==> config.mk <==
export PLATFORM = sky130hd
export DESIGN_NAME = pipe_control_unit
export DESIGN_NICKNAME = d
export VERILOG_FILES = /design/src/rtl/pipe_control_unit.sv
export SDC_FILE = /design/constraint.sdc
export NUM_CORES = 1
export LEC_CHECK = 0
export BUFFER_PORTS_ARGS = -buffer_cell sky130_fd_sc_hd__buf_2
export CORE_ASPECT_RATIO = 1.1
export CORE_MARGIN = 5
export CORE_UTILIZATION = 46
export DETAILED_ROUTE_END_ITERATION = 10
export PLACE_DENSITY = 0.73
export REMOVE_ABC_BUFFERS = 1
export SLEW_MARGIN = 20
export SYNTH_ARGS = -nofsm -noshare
export SYNTH_HDL_FRONTEND = slang
export SYNTH_SLANG_ARGS = --single-unit
==> constraint.sdc <==
create_clock -name clk -period 2.5 [get_ports clk]
set_input_delay 0.625 -clock clk [delete_from_list [all_inputs] [get_ports clk]]
set_output_delay 0.625 -clock clk [all_outputs]
set_load 0.02 [all_outputs]
==> src/rtl/pipe_control_unit.sv <==
// pipe_control_unit: ID opcode decode carried through EX/MEM/WB stage registers,
// with RAW-hazard stall, branch/jump flush and saturating stall/flush counters.
module pipe_control_unit #(
  parameter int OPCODE_W = 4,
  parameter int REG_W    = 6,
  parameter int ALUOP_W  = 3,
  parameter int FWD_EN   = 1,
  parameter int CNT_W    = 16
) (
  input  logic                clk,
  input  logic                rst_n,
  input  logic                id_valid,
  input  logic [OPCODE_W-1:0] id_opcode,
  input  logic [REG_W-1:0]    id_rs,
  input  logic [REG_W-1:0]    id_rt,
  input  logic [REG_W-1:0]    id_rd,
  input  logic                ex_zero,
  input  logic                ex_neg,
  output logic                stall,
  output logic                flush,
  output logic                illegal,
  output logic [1:0]          ex_aluSrc,
  output logic [ALUOP_W-1:0]  ex_aluOp,
  output logic                ex_savePc,
  output logic                mem_memRead,
  output logic                mem_memWrite,
  output logic                wb_regWrite,
  output logic                wb_memToReg,
  output logic [REG_W-1:0]    wb_rd,
  output logic [CNT_W-1:0]    stall_cnt,
  output logic [CNT_W-1:0]    flush_cnt
);
  typedef struct packed {
    logic               reg_write;
    logic [1:0]         alu_src;
    logic [ALUOP_W-1:0] alu_op;
    logic               save_pc;
    logic               mem_write;
    logic               mem_read;
    logic               mem_to_reg;
    logic               branch;
    logic               br_neg;
    logic               jump;
  } ctrl_t;
  typedef struct packed {
    logic             valid;
    ctrl_t            c;
    logic [REG_W-1:0] rd;
  } ex_t;
  typedef struct packed {
    logic             valid;
    logic             reg_write;
    logic             mem_read;
    logic             mem_write;
    logic             mem_to_reg;
    logic [REG_W-1:0] rd;
  } mem_t;
  typedef struct packed {
    logic             reg_write;
    logic             mem_to_reg;
    logic [REG_W-1:0] rd;
  } wb_t;
  ctrl_t      dec;
  logic       known, check, redirect, hz_ex, hz_mem, hazard;
  logic [3:0] op4;
  ex_t        ex_q, ex_d;
  mem_t       mem_q;
  wb_t        wb_q;
  assign op4 = id_opcode[3:0];
  always_comb begin
    dec   = '0;
    known = (id_opcode >> 4) == '0;
    case (op4)
      4'b0000: ;
      4'b1111: begin dec.reg_write = 1'b1; dec.alu_src = 2'b01; dec.alu_op = ALUOP_W'(3'b100); dec.save_pc = 1'b1; end
      4'b1110: begin dec.reg_write = 1'b1; dec.mem_read = 1'b1; dec.mem_to_reg = 1'b1; end
      4'b0011: dec.mem_write = 1'b1;
      4'b0100: begin dec.reg_write = 1'b1; dec.alu_op = ALUOP_W'(3'b100); end
      4'b0101: begin dec.reg_write = 1'b1; dec.alu_src = 2'b01; dec.alu_op = ALUOP_W'(3'b100); end
      4'b0110: begin dec.reg_write = 1'b1; dec.alu_src = 2'b10; dec.alu_op = ALUOP_W'(3'b010); end
      4'b0111: begin dec.reg_write = 1'b1; dec.alu_op = ALUOP_W'(3'b001); end
      4'b1000: dec.jump = 1'b1;
      4'b1001: dec.branch = 1'b1;
      4'b1011: begin dec.branch = 1'b1; dec.br_neg = 1'b1; end
      default: known = 1'b0;
    endcase
    if (!known) dec = '0;
  end
  assign redirect = ex_q.valid & (ex_q.c.jump | (ex_q.c.branch & (ex_q.c.br_neg ? ex_neg : ex_zero)));
  assign check    = id_valid & known & (op4 != 4'b0000) & (op4 != 4'b1000);
  assign hz_ex    = ex_q.valid & ex_q.c.reg_write & ((id_rs == ex_q.rd) | (id_rt == ex_q.rd));
  assign hz_mem   = mem_q.valid & mem_q.reg_write & ((id_rs == mem_q.rd) | (id_rt == mem_q.rd));
  assign hazard   = check & ((FWD_EN != 0) ? (hz_ex & ex_q.c.mem_read) : (hz_ex | hz_mem));
  assign stall    = hazard & ~redirect;
  assign flush    = redirect;
  // illegal is purely combinational, so it is gated to read 0 while reset is held
  assign illegal  = rst_n & id_valid & ~known;
  // invalid or squashed slots enter EX as all-zero bubbles so no stray control reaches later stages
  assign ex_d = (stall | flush | ~id_valid | ~known) ? '0 : ex_t'{valid: 1'b1, c: dec, rd: id_rd};
  always_ff @(posedge clk or negedge rst_n) begin
    if (!rst_n) begin
      ex_q      <= '0;
      mem_q     <= '0;
      wb_q      <= '0;
      stall_cnt <= '0;
      flush_cnt <= '0;
    end else begin
      ex_q      <= ex_d;
      mem_q     <= mem_t'{valid: ex_q.valid, reg_write: ex_q.c.reg_write, mem_read: ex_q.c.mem_read,
                          mem_write: ex_q.c.mem_write, mem_to_reg: ex_q.c.mem_to_reg, rd: ex_q.rd};
      wb_q      <= wb_t'{reg_write: mem_q.reg_write, mem_to_reg: mem_q.mem_to_reg, rd: mem_q.rd};
      stall_cnt <= stall_cnt + CNT_W'(stall & ~&stall_cnt);
      flush_cnt <= flush_cnt + CNT_W'(flush & ~&flush_cnt);
    end
  end
  assign ex_aluSrc    = ex_q.c.alu_src;
  assign ex_aluOp     = ex_q.c.alu_op;
  assign ex_savePc    = ex_q.c.save_pc;
  assign mem_memRead  = mem_q.mem_read;
  assign mem_memWrite = mem_q.mem_write;
  assign wb_regWrite  = wb_q.reg_write;
  assign wb_memToReg  = wb_q.mem_to_reg;
  assign wb_rd        = wb_q.rd;
endmodule

**After elaboration in Yosys (flattened, before gate mapping)**

Index checks and enable logic that the tools add are counted.

- Logic and storage cells: 83
- Bits in writable memories: 0
- Memories: 0
- Bits in latches: 0
- Bits in read-only memories: 0
- Output and inout bits: 51
- Bits of input ports: 27
- Register bits: 70

- Magnitude comparators: 0
- Shift operators: 0
- Multipliers: 0
- Div/mod/pow operators: 0
- Equal/unequal tests: 13
- Bitwise logic cells: 22
- Reduce and logical (&&, ||, !) cells: 11
- Add/subtract/negate cells: 2
- Multiplexer cells: 13

Operators with widths:

| cell | count |
|---|---|
| $add A16 B1 Y16 | 2 |
| $reduce_and A16 Y1 | 2 |
| $eq A4 B4 Y1 const B | 5 |
| $mux W20 | 1 |
| $eq A4 B3 Y1 const B | 4 |
| $and A1 B1 Y1 | 14 |
| $mux W13 | 1 |
| $eq A6 B6 Y1 | 2 |
| $reduce_or A11 Y1 | 1 |
| $pmux W3 S3 | 1 |
| $mux W1 | 8 |
| $reduce_or A6 Y1 | 1 |
| $or A1 B1 Y1 | 5 |
| $eq A4 B2 Y1 const B | 1 |
| $logic_not A4 Y1 | 1 |
| $ne A4 B4 Y1 const B | 1 |
| $pmux W2 S2 | 1 |
| $reduce_bool A4 Y1 | 1 |
| $reduce_or A2 Y1 | 2 |
| $not A1 Y1 | 3 |
| $reduce_or A3 Y1 | 1 |
| $logic_not A1 Y1 | 2 |
| $mux W2 | 1 |

**Depth between registers and ports, before layout**

- Depth after elaboration: 12
- Mapped depth: 12
- Depth with buffers taken out: 11

**Worst setup path after synthesis**

Ideal clock, no wire load.

- Path type: input port to flip-flop
- Start point: input port ex_neg
- End point: register stall_cnt[14]
- Buffers on the path: 1
- Setup time: 0.130 ns
- Required time: 2.370 ns
- Slack: -0.419 ns
- Stages: 11
- Arrival time: 2.789 ns
- Path through: mux2i_1 o21ai_1 or4b_1 buf_2 nor3_1 ha_1 ha_1 nand3_1 nor2_1 nand3_1 xnor2_1

- Cells in the longest elaborated chain, start to end: 8

Ends and longest elaborated chain:

| element | RTL line | text |
|---|---|---|
| start: declaration | 18 | `input logic ex_neg,` |
| $mux W1 | 89 | `assign redirect = ex_q.valid & (ex_q.c.jump \| (ex_q.c.branch & (ex_q.c.br_neg ? ex_neg : ex_zero)));` |
| $and A1 B1 Y1 | 89 |  |
| $or A1 B1 Y1 | 89 |  |
| $and A1 B1 Y1 | 89 |  |
| named net flush | 20 | `output logic flush,` |
| $not A1 Y1 | 94 | `assign stall = hazard & ~redirect;` |
| $and A1 B1 Y1 | 94 |  |
| $and A1 B1 Y1 | 112 | `stall_cnt <= stall_cnt + CNT_W'(stall & ~&stall_cnt);` |
| $add A16 B1 Y16 | 112 |  |
| end signal: assignment | 112 |  |
| end: declaration | 30 | `output logic [CNT_W-1:0] stall_cnt,` |

The timed path passes the listed nets, and every way through them passes these cells.

**Worst setup path in the final report**

- Start point: register ex_q[7] in the netlist's numbering
- End point: output port stall

- Cells in the longest elaborated chain, start to end: 6

Ends and longest elaborated chain:

| element | RTL line | text |
|---|---|---|
| start: declaration | 66 | `ex_t ex_q, ex_d;` |
| start signal: assignment | 102 | `ex_q <= '0;` |
| start signal: assignment | 108 | `ex_q <= ex_d;` |
| $mux W1 | 89 |  |
| $and A1 B1 Y1 | 89 |  |
| $or A1 B1 Y1 | 89 |  |
| $and A1 B1 Y1 | 89 |  |
| $not A1 Y1 | 94 |  |
| $and A1 B1 Y1 | 94 |  |
| end: declaration | 19 | `output logic stall,` |

No other way between the ends.

==> metrics <==
violated checks=setup timing; grt total ovfl=0; Worst R2R Path Depth=10; f_max=0.397 GHz; Reg-to-Reg Start=ex_q[7]; commonest cells after routing, fill and taps aside=buf_2 (76), dfrtp_1 (68), xnor2_1 (32); P per Cell Area=660 nW/um^2; Cell variety after synth=34; Final Setup Violations=1; most used cell, CP=buf_6; Num CTS Buffers=9; H-tree Lvls=3; commonest non-fill, non-tap cell in the layout=buf_2; Max Cap Violations=0; Fillers=469; Mapped Cells=218; die area=7610 sq um; first-pass GRT wire length=9.68 mm; fin worst setup slack=-0.0201 ns; IO buf count=77; fin crit share=101%; number of I/O pins=78; drt wl/cell=14.0 um; Reg2Reg Capture Point=stall_cnt[14]; Die Ht=91.0 um; number of enable flip-flop cells after synthesis=0; vias per inst=4.87; worst slack at placement=-0.544 ns; Max IR drop VDD=0.382 mV; Antenna diodes=0; die width=83.6 um; crit-path max cell delay=0.50 ns; Final Max Slew Viols=0; worst endpoint data arrival time=1.90 ns; CP cell instances=mux2i_1, o21ai_2, or4b_4, buf_6, nor2_4, buf_6; Clock Sinks=68; Max Buffers Root-to-Sink=2; syn avg cell area=12.6 sq um; hold path depth=0; worst-path fanout max=2; Crit-path slowest cell=or4b_4; Critical Path RT=1.88 ns; FF+latch count, synth=68; CTS root buf=clkbuf_8; Crit Path Class=reg2out; RSZ-0062 raised after global routing=yes; placed inst area=3320 sq um; final wirelength=5.65 mm; layout cells sized above 1=42.0%; top cell type's share of synthesized area=62.1%; Leak=0.00193 uW; number of nets in the layout=352; initial antenna violation count=0; starting density of the core=47.5%; Tot GR Track Use=16.0%; Synth Cell Area=2740 sq um; worst hold margin=0.352 ns; CTS tree=done; Final GP Congestion=0.779; 1st-pass router iterations=4; Layout Skew=0.00605 ns; status=finished, violations left; antenna-violating nets left=0; fin crit period=2.52 ns; CTS Hold Bufs=0; Hold EP=wb_rd[0]; Primary FF master, synth=dfrtp_1; Min-Delay Path Class=reg2reg; vias in the first global route=2,042; Hold Violations, Final=0; vias=1,961; post-route total power=2410 uW; sequential fraction of the synthesis area=62.1%; worst rel slew slack=45.7%; Warnings, synthesis=0; drt initial violations=30; synth top area cells=dfrtp_1 (62%), xnor2_1 (11%), nand3_1 (3.1%); Area Growth Syn to Fin=33.2%; dpl hpwl=4.05 mm; Final Instance Area=3650 sq um; Least-Margin Pin Slew=0.815 ns; Async S/R FF share, synth=100%; clock-pin slew on the worst setup and hold paths=0.07 ns; row cnt=29; Hold Startpoint=mem_q[0]; worst-skew pair later-pin latency=0.33 ns; r2r setup slk=0.07 ns; largest net degree at the start of global routing=69; DRC viols=0; Worst setup SP type=register; largest area contributor in the netlist=dfrtp_1; CORE AREA=5770 sq um; crit end category=output pin
critical path: cells and delay by family (launching register included):
| kind | cells | cell delay (ns) |
|---|---|---|
| flip-flops | 1 | 0.36 |
| AO/OA/AOI/OAI | 1 | 0.10 |
| multiplexers | 1 | 0.26 |
| buffers and inverters | 2 | 0.26 |
| AND/OR/NAND/NOR | 2 | 0.58 |
per-stage QoR:
stage / setup TNS, ns / cells / utilization [%]
3_3_place_gp: -3.86 / 385 / 57.5
2_1_floorplan: -3.62 / 208 / -
4_1_cts: -0.0386 / 402 / 62.7
3_5_place_dp: -5.07 / 385 / 57.5
6_report: -0.0201 / 403 / 63.3
5_1_grt: -0.543 / 403 / 63.3
worst max path at each step:
stage | from | to | slack [ns]
floorplan | ex_neg | stall_cnt[14] | -0.43
global placement | id_rt[1] | stall_cnt[14] | -0.41
detailed placement | id_rt[4] | stall_cnt[14] | -0.54
CTS | ex_q[7] | stall | -0.04
global route | ex_q[1] | stall_cnt[14] | -0.1
finish | ex_q[7] | stall | -0.02
power by group:
group / total (uW) / internal (uW) / switching (uW)
clock network: 1040 / 640 / 395
logic: 205 / 88.0 / 117
registers: 1170 / 1140 / 30.6
per-layer routing:
| metal | global-route usage, % | part of all wire, % | vias up |
|---|---|---|---|
| met5 | 0 | 0 | - |
| li1 | - | - | 947 |
| met1 | 19.2 | 41 | 961 |
| met2 | 26.8 | 53 | 45 |
| met3 | 3.89 | 4.0 | 8 |
| met4 | 7.91 | 1.4 | 0 |
cells by family (layout without fill, tap and decap cells):
group           Yosys count  count (layout)  share of synthesized area [%]
compound gates            7               7                           2.14
xor+xnor                 41              41                           13.1
fa+ha+maj                 4               4                           1.83
buf+inv                  12             120                           3.19
flops                    68              68                           62.1
mux                       1               1                          0.365
simple gates             85              85                           17.3
timing repair:
item                       CTS  global route
gates cloned                 0             0
setup endpoints to repair   11            12
resized for setup           14             7
buffers inserted             1             1
pin swaps                    5            11
cells in the mapped netlist (2+ instances only):
master / n
and2_1: 7
and3_1: 8
and4_1: 2
buf_4: 5
buf_6: 3
dfrtp_1: 68
ha_1: 4
inv_1: 2
nand2_1: 17
nand3_1: 17
nand4_1: 9
nor2_1: 11
nor3_1: 3
nor4_1: 2
nor4b_1: 2
xnor2_1: 33
xor2_1: 8
state kept, by name (all words and copies together) (netlist names):
register	count
mem_memWrite	1
ex_savePc	1
mem_memRead	1
stall_cnt	16
mem_q	7
flush_cnt	16
ex_aluSrc	2
wb_rd	6
ex_q	13
ex_aluOp	3
wb_memToReg	1
wb_regWrite	1
area by class of cell:
| class | count | area [sq um] | area share, % |
|---|---|---|---|
| inverter | 2 | 7.51 | 0.206 |
| timing repair buffer | 102 | 583 | 16.0 |
| sequential | 68 | 1700 | 46.6 |
| tap | 77 | 96.3 | 2.64 |
| clock inverter | 4 | 70.1 | 1.92 |
| multi-input combinational | 138 | 1030 | 28.1 |
| clock buffer | 12 | 165 | 4.52 |
Note: power is estimated with default switching activity, not from simulation.
